==> src/rtl/uart_arb_pkg.sv <==
// Shared definitions for uart_tx_arbiter: FSM state codes, default ID prefix base,
// and the burst counter width helper.
package uart_arb_pkg;

  typedef logic [1:0] state_t;

  localparam state_t S_IDLE   = 2'd0;
  localparam state_t S_PREFIX = 2'd1;
  localparam state_t S_XFER   = 2'd2;

  localparam logic [7:0] DEFAULT_ID_BASE = 8'hF0;

  // The counter only has to reach MAX_BURST-1; the grant ends on the transfer that would hit it.
  function automatic int unsigned cnt_width(input int unsigned max_burst);
    return (max_burst < 2) ? 1 : $clog2(max_burst);
  endfunction

endpackage

==> src/rtl/uart_tx_arbiter_if.sv <==
// Requester-side byte streams, UART TX byte port and arbiter status in one bundle.
// master: the arbiter; slave: the clients and UART around it.
interface uart_tx_arbiter_if #(
  parameter int unsigned NUM_REQ = 4
);
  localparam int unsigned IdxW = $clog2(NUM_REQ);

  logic [NUM_REQ-1:0]   req_valid;
  logic [NUM_REQ*8-1:0] req_data;
  logic [NUM_REQ-1:0]   req_last;
  logic [NUM_REQ-1:0]   req_ready;
  logic [7:0]           tx_data;
  logic                 tx_valid;
  logic                 tx_ready;
  logic [IdxW-1:0]      grant_id;
  logic                 busy;
  logic                 burst_trunc;

  modport master (
    input  req_valid, req_data, req_last, tx_ready,
    output req_ready, tx_data, tx_valid, grant_id, busy, burst_trunc
  );

  modport slave (
    output req_valid, req_data, req_last, tx_ready,
    input  req_ready, tx_data, tx_valid, grant_id, busy, burst_trunc
  );

endinterface

==> src/rtl/rr_arbiter.sv <==
// Combinational round-robin pick: first asserted request at or after i_ptr, wrapping
// back to the lowest index when none is found above the pointer.
module rr_arbiter #(
  parameter int unsigned NUM_REQ = 4
) (
  input  logic [NUM_REQ-1:0]         i_req,
  input  logic [$clog2(NUM_REQ)-1:0] i_ptr,
  output logic [$clog2(NUM_REQ)-1:0] o_idx,
  output logic                       o_valid
);
  localparam int unsigned IdxW = $clog2(NUM_REQ);

  logic [IdxW-1:0] w_hi_idx;
  logic [IdxW-1:0] w_lo_idx;
  logic            w_hi_valid;

  // Descending scan so the lowest qualifying index is the one left standing.
  always_comb begin
    w_hi_idx   = '0;
    w_lo_idx   = '0;
    w_hi_valid = 1'b0;
    for (int i = NUM_REQ - 1; i >= 0; i--) begin
      if (i_req[i]) begin
        w_lo_idx = IdxW'(i);
        if (IdxW'(i) >= i_ptr) begin
          w_hi_idx   = IdxW'(i);
          w_hi_valid = 1'b1;
        end
      end
    end
  end

  assign o_idx   = w_hi_valid ? w_hi_idx : w_lo_idx;
  assign o_valid = |i_req;

endmodule

==> src/rtl/uart_tx_arbiter.sv <==
// Round-robin, burst-locked sharing of one UART TX byte port among NUM_REQ requesters.
// Define UART_ARB_ID_PREFIX_EN to send an ID_BASE+grantee prefix byte at the start of each grant.
module uart_tx_arbiter
  import uart_arb_pkg::*;
#(
  parameter int unsigned NUM_REQ   = 4,
  parameter int unsigned MAX_BURST = 16,
  parameter logic [7:0]  ID_BASE   = DEFAULT_ID_BASE
) (
  input logic               clk,
  input logic               rst_n,
  uart_tx_arbiter_if.master bus
);
  localparam int unsigned IdxW = $clog2(NUM_REQ);
  localparam int unsigned CntW = cnt_width(MAX_BURST);

  state_t          r_state;
  state_t          w_state_nxt;
  logic [IdxW-1:0] r_grant_id;
  logic [IdxW-1:0] w_grant_nxt;
  logic [IdxW-1:0] r_ptr;
  logic [IdxW-1:0] w_ptr_nxt;
  logic [IdxW-1:0] w_sel_idx;
  logic [CntW-1:0] r_cnt;
  logic [CntW-1:0] w_cnt_nxt;
  logic            r_trunc;
  logic            w_trunc_nxt;
  logic            w_sel_valid;
  logic            w_gnt_valid;
  logic            w_gnt_last;
  logic [7:0]      w_gnt_data;
  logic            w_xfer;
  logic            w_cnt_hit;
  logic            w_end;

  rr_arbiter #(
    .NUM_REQ (NUM_REQ)
  ) u_rr_arbiter (
    .i_req   (bus.req_valid),
    .i_ptr   (r_ptr),
    .o_idx   (w_sel_idx),
    .o_valid (w_sel_valid)
  );

  assign w_gnt_valid = bus.req_valid[r_grant_id];
  assign w_gnt_last  = bus.req_last[r_grant_id];
  assign w_gnt_data  = bus.req_data[{r_grant_id, 3'b000} +: 8];

  assign w_xfer    = (r_state == S_XFER) && w_gnt_valid && bus.tx_ready;
  assign w_cnt_hit = (r_cnt == CntW'(MAX_BURST - 1));
  assign w_end     = w_xfer && (w_gnt_last || w_cnt_hit);

  always_comb begin
    w_state_nxt = r_state;
    w_grant_nxt = r_grant_id;
    w_ptr_nxt   = r_ptr;
    w_cnt_nxt   = r_cnt;
    w_trunc_nxt = 1'b0;
    case (r_state)
      S_IDLE: begin
        if (w_sel_valid) begin
          w_grant_nxt = w_sel_idx;
`ifdef UART_ARB_ID_PREFIX_EN
          w_state_nxt = S_PREFIX;
`else
          w_state_nxt = S_XFER;
`endif
        end
      end
`ifdef UART_ARB_ID_PREFIX_EN
      S_PREFIX: begin
        if (bus.tx_ready) w_state_nxt = S_XFER;
      end
`endif
      S_XFER: begin
        if (w_end) begin
          w_state_nxt = S_IDLE;
          w_cnt_nxt   = '0;
          w_ptr_nxt   = (r_grant_id == IdxW'(NUM_REQ - 1)) ? '0 : r_grant_id + IdxW'(1);
          // A last byte landing exactly on the limit is a normal end.
          w_trunc_nxt = !w_gnt_last;
        end else if (w_xfer) begin
          w_cnt_nxt = r_cnt + CntW'(1);
        end
      end
      default: w_state_nxt = S_IDLE;
    endcase
  end

  always_comb begin
    bus.tx_valid  = 1'b0;
    bus.tx_data   = 8'h00;
    bus.req_ready = '0;
    case (r_state)
`ifdef UART_ARB_ID_PREFIX_EN
      S_PREFIX: begin
        bus.tx_valid = 1'b1;
        bus.tx_data  = ID_BASE + 8'(r_grant_id);
      end
`endif
      S_XFER: begin
        bus.tx_valid              = w_gnt_valid;
        bus.tx_data               = w_gnt_data;
        bus.req_ready[r_grant_id] = bus.tx_ready;
      end
      default: ;
    endcase
  end

  assign bus.busy        = (r_state != S_IDLE);
  assign bus.grant_id    = r_grant_id;
  assign bus.burst_trunc = r_trunc;

  always_ff @(posedge clk or posedge rst_n) begin
    if (rst_n) begin
      r_state    <= S_IDLE;
      r_grant_id <= '0;
      r_ptr      <= '0;
      r_cnt      <= '0;
      r_trunc    <= 1'b0;
    end else begin
      r_state    <= w_state_nxt;
      r_grant_id <= w_grant_nxt;
      r_ptr      <= w_ptr_nxt;
      r_cnt      <= w_cnt_nxt;
      r_trunc    <= w_trunc_nxt;
    end
  end

endmodule

==> src/flat_wrapper.sv <==
// flat-port wrapper written by rule: the top's interface ports become plain ports
module uart_tx_arbiter_flat import uart_arb_pkg::*;
#(
  parameter int unsigned NUM_REQ   = 4,
  parameter int unsigned MAX_BURST = 16,
  parameter logic [7:0]  ID_BASE   = DEFAULT_ID_BASE
)
  (clk, rst_n, bus_req_valid, bus_req_data, bus_req_last, bus_tx_ready, bus_req_ready, bus_tx_data, bus_tx_valid, bus_grant_id, bus_busy, bus_burst_trunc);
  uart_tx_arbiter_if #(.NUM_REQ(NUM_REQ)) bus_i ();
  input logic clk;
  input logic rst_n;
  input wire logic [$bits(bus_i.req_valid)-1:0] bus_req_valid;
  input wire logic [$bits(bus_i.req_data)-1:0] bus_req_data;
  input wire logic [$bits(bus_i.req_last)-1:0] bus_req_last;
  input wire logic [$bits(bus_i.tx_ready)-1:0] bus_tx_ready;
  output wire logic [$bits(bus_i.req_ready)-1:0] bus_req_ready;
  output wire logic [$bits(bus_i.tx_data)-1:0] bus_tx_data;
  output wire logic [$bits(bus_i.tx_valid)-1:0] bus_tx_valid;
  output wire logic [$bits(bus_i.grant_id)-1:0] bus_grant_id;
  output wire logic [$bits(bus_i.busy)-1:0] bus_busy;
  output wire logic [$bits(bus_i.burst_trunc)-1:0] bus_burst_trunc;
  assign bus_i.req_valid = bus_req_valid;
  assign bus_i.req_data = bus_req_data;
  assign bus_i.req_last = bus_req_last;
  assign bus_i.tx_ready = bus_tx_ready;
  assign bus_req_ready = bus_i.req_ready;
  assign bus_tx_data = bus_i.tx_data;
  assign bus_tx_valid = bus_i.tx_valid;
  assign bus_grant_id = bus_i.grant_id;
  assign bus_busy = bus_i.busy;
  assign bus_burst_trunc = bus_i.burst_trunc;
  uart_tx_arbiter #(.NUM_REQ(NUM_REQ), .MAX_BURST(MAX_BURST), .ID_BASE(ID_BASE)) u_core (.clk(clk), .rst_n(rst_n), .bus(bus_i));
endmodule
==> config.mk <==
export PLATFORM = sky130hd
export DESIGN_NAME = uart_tx_arbiter_flat
export DESIGN_NICKNAME = d
export VERILOG_FILES = /design/src/rtl/uart_arb_pkg.sv /design/src/rtl/uart_tx_arbiter_if.sv /design/src/rtl/rr_arbiter.sv /design/src/rtl/uart_tx_arbiter.sv /design/src/flat_wrapper.sv
export SDC_FILE = /design/constraint.sdc
export NUM_CORES = 1
export LEC_CHECK = 0
export ABC_AREA = 1
export CAP_MARGIN = 20
export CORE_UTILIZATION = 37
export DETAILED_ROUTE_END_ITERATION = 12
export PLACE_DENSITY = 0.86
export SLEW_MARGIN = 20
export SYNTH_ARGS = -nofsm -noshare
export SYNTH_HDL_FRONTEND = slang
export SYNTH_SLANG_ARGS = --single-unit
==> constraint.sdc <==
create_clock -name clk -period 1.9 [get_ports clk]
set_clock_uncertainty 0.2 [all_clocks]
set_input_delay 0.19 -clock clk [delete_from_list [all_inputs] [get_ports clk]]
set_output_delay 0.19 -clock clk [all_outputs]
set_load 0.02 [all_outputs]
# Word-level counts from Yosys, hierarchy flattened
# Index checks and enable logic that the tools add are counted.
# word_totals
ff_bits	11
word_cells	72
# op_classes
addsub	2
n_reduce_logical	14
n_bitwise	1
n_shift	1
eq_ne	5
order_cmp	6
mux	38
# op_table
operator	count
two-way mux 2 bit	16
indexed part select 32 x 6 -> 8 bit	1
two-way mux 1 bit	14
two-way mux 4 bit	3
two-way mux 8 bit	1
AND reduction 2 bit	4
adder 4 x 1 -> 4 bit, second input constant	1
bitwise AND 4 bit	1
binary-select mux 1 bit (select 2 bit)	2
equality test 2 bit, second input constant	2
equality test 4 bit, second input constant	1
greater-or-equal comparator 1 x 2 -> 1 bit, first input constant	2
greater-or-equal comparator 2 bit, first input constant	2
logical AND 1 bit	4
case mux 2 bit (2 select lines)	1
nonzero test 2 bit	2
OR reduction 4 bit	1
< comparator 2 x 3 -> 1 bit, second input constant	1
adder 2 x 1 -> 2 bit, second input constant	1
demux 1 bit (select 2 bit)	1
greater-or-equal comparator 2 x 1 -> 1 bit, second input constant	1
zero test 2 bit	1
!= test 2 x 1 -> 1 bit, second input constant	1
!= test 2 bit, second input constant	1
other kinds (2)	2

# Depth between registers and ports, before layout
# depth
ltp_word	10
ltp_mapped	9

# Cells and area by module
# A second synthesis with hierarchy kept.
# hier_totals
cells_unflattened	166
hier_area_um2	992.2
# modules_own_cells
mod	area_each_um2	cells_per_inst	n_inst	seq_area_each_um2
uart_tx_arbiter	910.9	146	1	250.2
rr_arbiter	81.3	20	1	0.0

# Worst setup path after synthesis
# Ideal clock, no wire load.
# synth_timing
path_type	reg2out
startpoint	register u_core.r_grant_id[1], in the netlist u_core.bus.grant_id[1]
endpoint	output bus_req_ready[0]
path_buffers	1
path_stages_with_launch	6
slack_ns	0.099
required_time_ns	1.510
t_arrival_ns	1.411
cell_sequence	dfrtp_1 -> inv_1 -> clkbuf_1 -> ha_1 -> inv_1 -> nor2_1
# synth_between
elab_chain_cells	6
word_cells_on_any_way	7
classes_between	order compare: 2; mux: 3; bitwise: 1; reduce/logical: 1
# synth_rtl
element	line	text
from (decl)	uart_tx_arbiter.sv:19	logic [IdxW-1:0] r_grant_id;
from (signal assigned)	uart_tx_arbiter.sv:123	r_grant_id <= w_grant_nxt;
< comparator 2 x 3 -> 1 bit (not written as such) / greater-or-equal comparator 2 x 1 -> 1 bit (equally long branches)	uart_tx_arbiter.sv:104	bus.req_ready[r_grant_id] = bus.tx_ready;
logical AND 1 bit (not written as such)	uart_tx_arbiter.sv:104	
two-way mux 1 bit (not written as such)	uart_tx_arbiter.sv:104	
demux 1 bit (select 2 bit) *	--	
bitwise AND 4 bit (no line) *	--	
two-way mux 4 bit *	uart_tx_arbiter.sv:94	case (r_state)
to (decl)	flat_wrapper.sv:16	output wire logic [$bits(bus_i.req_ready)-1:0] bus_req_ready;
# Every way passes the cells marked *; elsewhere a longest branch is shown, timed or not.

# Worst setup path after layout
# layout_timing
startpoint	register u_core.r_grant_id[0], in the netlist u_core.bus.grant_id[0]
endpoint	output bus_grant_id[0]
# layout_lines
element	line	text
to (decl)	flat_wrapper.sv:19	output wire logic [$bits(bus_i.grant_id)-1:0] bus_grant_id;
# No word-level cell between the ends.

==> metrics.md <==
| Metric | Value |
|---|---|
| NetSw | 1.208 mW |
| Final wirelength | 3229 um |
| Core Area | 2522 sq um |
| R2R Path Start | u_core.bus.grant_id[0] |
| Placed Instance Area | 1722 sq um |
| Worst vdd ir | 0.7303 mV |
| Layout fillers | 236 |
| First DRT Iteration DRCs | 34 |
| Ports | 60 |
| CTS tree | yes |
| Commonest cells post-synth | nor2_1, nand2_1, o21ai_0 |
| Internal Pwr Total | 1.199 mW |
| Clk Latency, worst-skew pair | 0.28 ns |
| Pwr Density | 1381 nW/um^2 |
| Cts bufs inserted | 3 |
| Post-synth EDFFs | 0 |
| Fin Hold WS | 0.3127 ns |
| Switching part of the total power | 0.5019 |
| Worst Path Arrival | 1.48 ns |
| Area contributors post-synth | dfrtp_1, nor2_1, nand2_1, o21ai_0, nand3_1 |
| Die Ht | 54.24 um |
| Syn. warnings | 0 |
| Pins Over Slew Limit | 0 |
| Crit path from | u_core.bus.grant_id[0] |
| DR vias | 1310 |
| Final Cell Area | 1743 sq um |
| Hold WC Path Type | flop to flop |
| R2R Setup Slk | 0.20 ns |
| CP Class | flop to output pin |
| Initial antenna violation count | 0 |
| Yosys reg bits | 10 |
| CP max stage cell | clkdlybuf4s50_1 |
| Syn nets | 218 |
| Cells after Synth | 170 |
| Area grow syn2layout | 72.61% |
| CTS Sinks | 10 |
| Worst r2r dst | u_core.r_ptr[0] |
| Worst-margin pin slew | 0.3784 ns |
| Gr usage total | 0.2310 |
| Status | completed |
| Slew headroom | 0.7475 |
| Cell-by-cell trace of the critical path | buf_6 > clkdlybuf4s50_1 |
| Nets | 294 |
| First-pass GRT wire length | 4919 um |
| Fin. Hold Viols | 0 |
| Die Area | 2942 sq um |
| Row count | 18 |
| Clock power share | 0.084 |
| Post-layout min period | 1.865 ns |
| Required time worst endpoint | 1.51 ns |
| Congestion Overflow GR | 0 |
| Register area | 250.2 sq um |
| Slowest stage delay, CP | 0.61 ns |
| Drt first pass iters | 4 |
| Top-count cell post-synth | nor2_1 |
| Avg Synthesized Cell Area | 5.940 sq um |
| Vias/cell | 4.764 |
| PortBufs | 59 |
| Worst R2R Path Depth | 9 |
| Footprint of the multi-input gates | 673.1 sq um |
| Ratio of cells with drive above 1 in the final layout | 0.1918 |
| Tcrit/Tclk final | 0.9817 |
| Max cap viols | 0 |
| Maximum operating frequency | 0.5361 GHz |
| Combinational share of power | 0.768 |
| CTS clk-pin slew, worst paths | 0.07 ns |
| Root buf cell | clkbuf_4 |
| Post-DRT Antenna Nets | 0 |
| Post-synth ARST share | 1.000 |
| Util after Layout | 0.6910 |
| CP Launch Type | flop |
| Number of global-route vias before repair | 1126 |
| Gpl congestion | 0.8065 |
| Crit Path Max Fanout | 12 |
| Leakage Power | 0.8793 nW |
| Final setup viols | 0 |
| Wirelength per Cell | 11.74 um |
| Post-synth top flop | dfrtp_1 |
| Reg power frac | 0.148 |
| Pin count of the biggest net entering global routing | 13 |
| Synth area leader | dfrtp_1 |
| Top-area cell type share of the netlist area | 0.2478 |
| Crit. End Element | output pin |
| Tot Pwr | 2.407 mW |
| Die X-Extent | 54.24 um |
| Dpl hpwl | 2508 um |
| DRC | 0 |
| Register area share after synthesis | 0.2478 |
| Critical path destination | bus_grant_id[0] |
| RSZ-0062 raised after global routing | true |
| Synth unique cells | 23 |
| Number of diodes | 0 |
| Netlist Area Pre-Place | 1010 sq um |
| Clock Path Buffers | 2 |
| Initial Utilization | 0.4003 |
| H-tree Lvls | 1 |
-- cells in the final DEF (no fill, tap or decap), drive strengths merged --
master          n
a21oi           9
a31oi           1
buf            28
clkbuf          6
clkdlybuf4s50  46
clkinv          1
dfrtp          10
dlygate4sd3     1
ha              5
inv            14
nand2          43
nand3          14
nand3b          1
nor2           46
o21ai          17
or2             1
xor2            2
-- repair_timing --
item / in CTS / in global routing
setup buffers: 0 / 0
setup endpoints to repair: 13 / 14
gates resized for setup: 38 / 27
pin swaps: 0 / 3
hold endpoints to repair: 10 / 0
hold buffers: 1 / 0
-- registers in the layout (all words and copies together), names as in the netlist --
register                count
u_core.bus.burst_trunc      1
u_core.r_state              1
u_core.r_ptr                2
u_core.r_cnt                4
u_core.bus.grant_id         2
-- how the worst min path moves through the flow --
stage	cells after the start	start	to	slack (ns)
after detailed placement	2	rst_n	u_core.r_state[1]	0.30
after CTS	2	u_core.r_ptr[1]	u_core.r_ptr[1]	0.32
after global placement	2	rst_n	u_core.r_state[1]	0.29
after floorplan	1	rst_n	u_core.bus.burst_trunc	-0.17
final	2	u_core.r_ptr[0]	u_core.r_ptr[0]	0.31
after global routing	2	u_core.r_ptr[0]	u_core.r_ptr[0]	0.36
-- cell type report --
cell class,count,area share
timing repair buffer,77,0.3955
multi-input combinational,139,0.3862
sequential,10,0.1436
inverter,15,0.03230
tap,30,0.02154
clock buffer,4,0.02082
-- metal layers --
| metal | global-route usage | up-vias | part of all wire |
|---|---|---|---|
| met5 | 0 | - | 0 |
| met4 | 0.07265 | 0 | 0.011 |
| met3 | 0.05000 | 6 | 0.050 |
| met2 | 0.4106 | 34 | 0.50 |
| met1 | 0.2733 | 582 | 0.43 |
| li1 | - | 688 | - |
-- logic make-up after synthesis --
kind of cell             count (synthesis)  synth area share
adder cells (fa/ha/maj)                  5           0.06196
buffers and inverters                   21           0.09913
flip-flops                              10            0.2478
XOR/XNOR                                 2           0.01735
AND/OR/NAND/NOR                        105            0.4387
AO/OA/AOI/OAI                           27            0.1351
-- critical path: cells and delay by family (launching register included) --
kind,cells,cell delay (ns)
buf+inv,2,0.79
flops,1,0.41
-- stage by stage --
| stage | setup TNS [ns] | std cells | setup slack [ns] |
|---|---|---|---|
| 2_1_floorplan | 0 | 170 | 0.09891 |
| 3_3_place_gp | -0.9165 | 270 | -0.1491 |
| 3_5_place_dp | -1.044 | 270 | -0.1593 |
| 4_1_cts | -0.02976 | 275 | -0.01851 |
| 5_1_grt | -0.05257 | 275 | -0.01891 |
| 6_report | 0 | 275 | 0.03481 |
-- power by group through the flow --
stage          logic (mW)  registers (mW)  clock network, mW
2_1_floorplan        1.03           0.400                  0
3_3_place_gp         1.87           0.353                  0
3_5_place_dp         1.90           0.355                  0
4_1_cts              1.85           0.351              0.199
5_1_grt              2.04           0.367              0.210
6_report             1.85           0.357              0.201
Power figures use the tool's default switching activity.
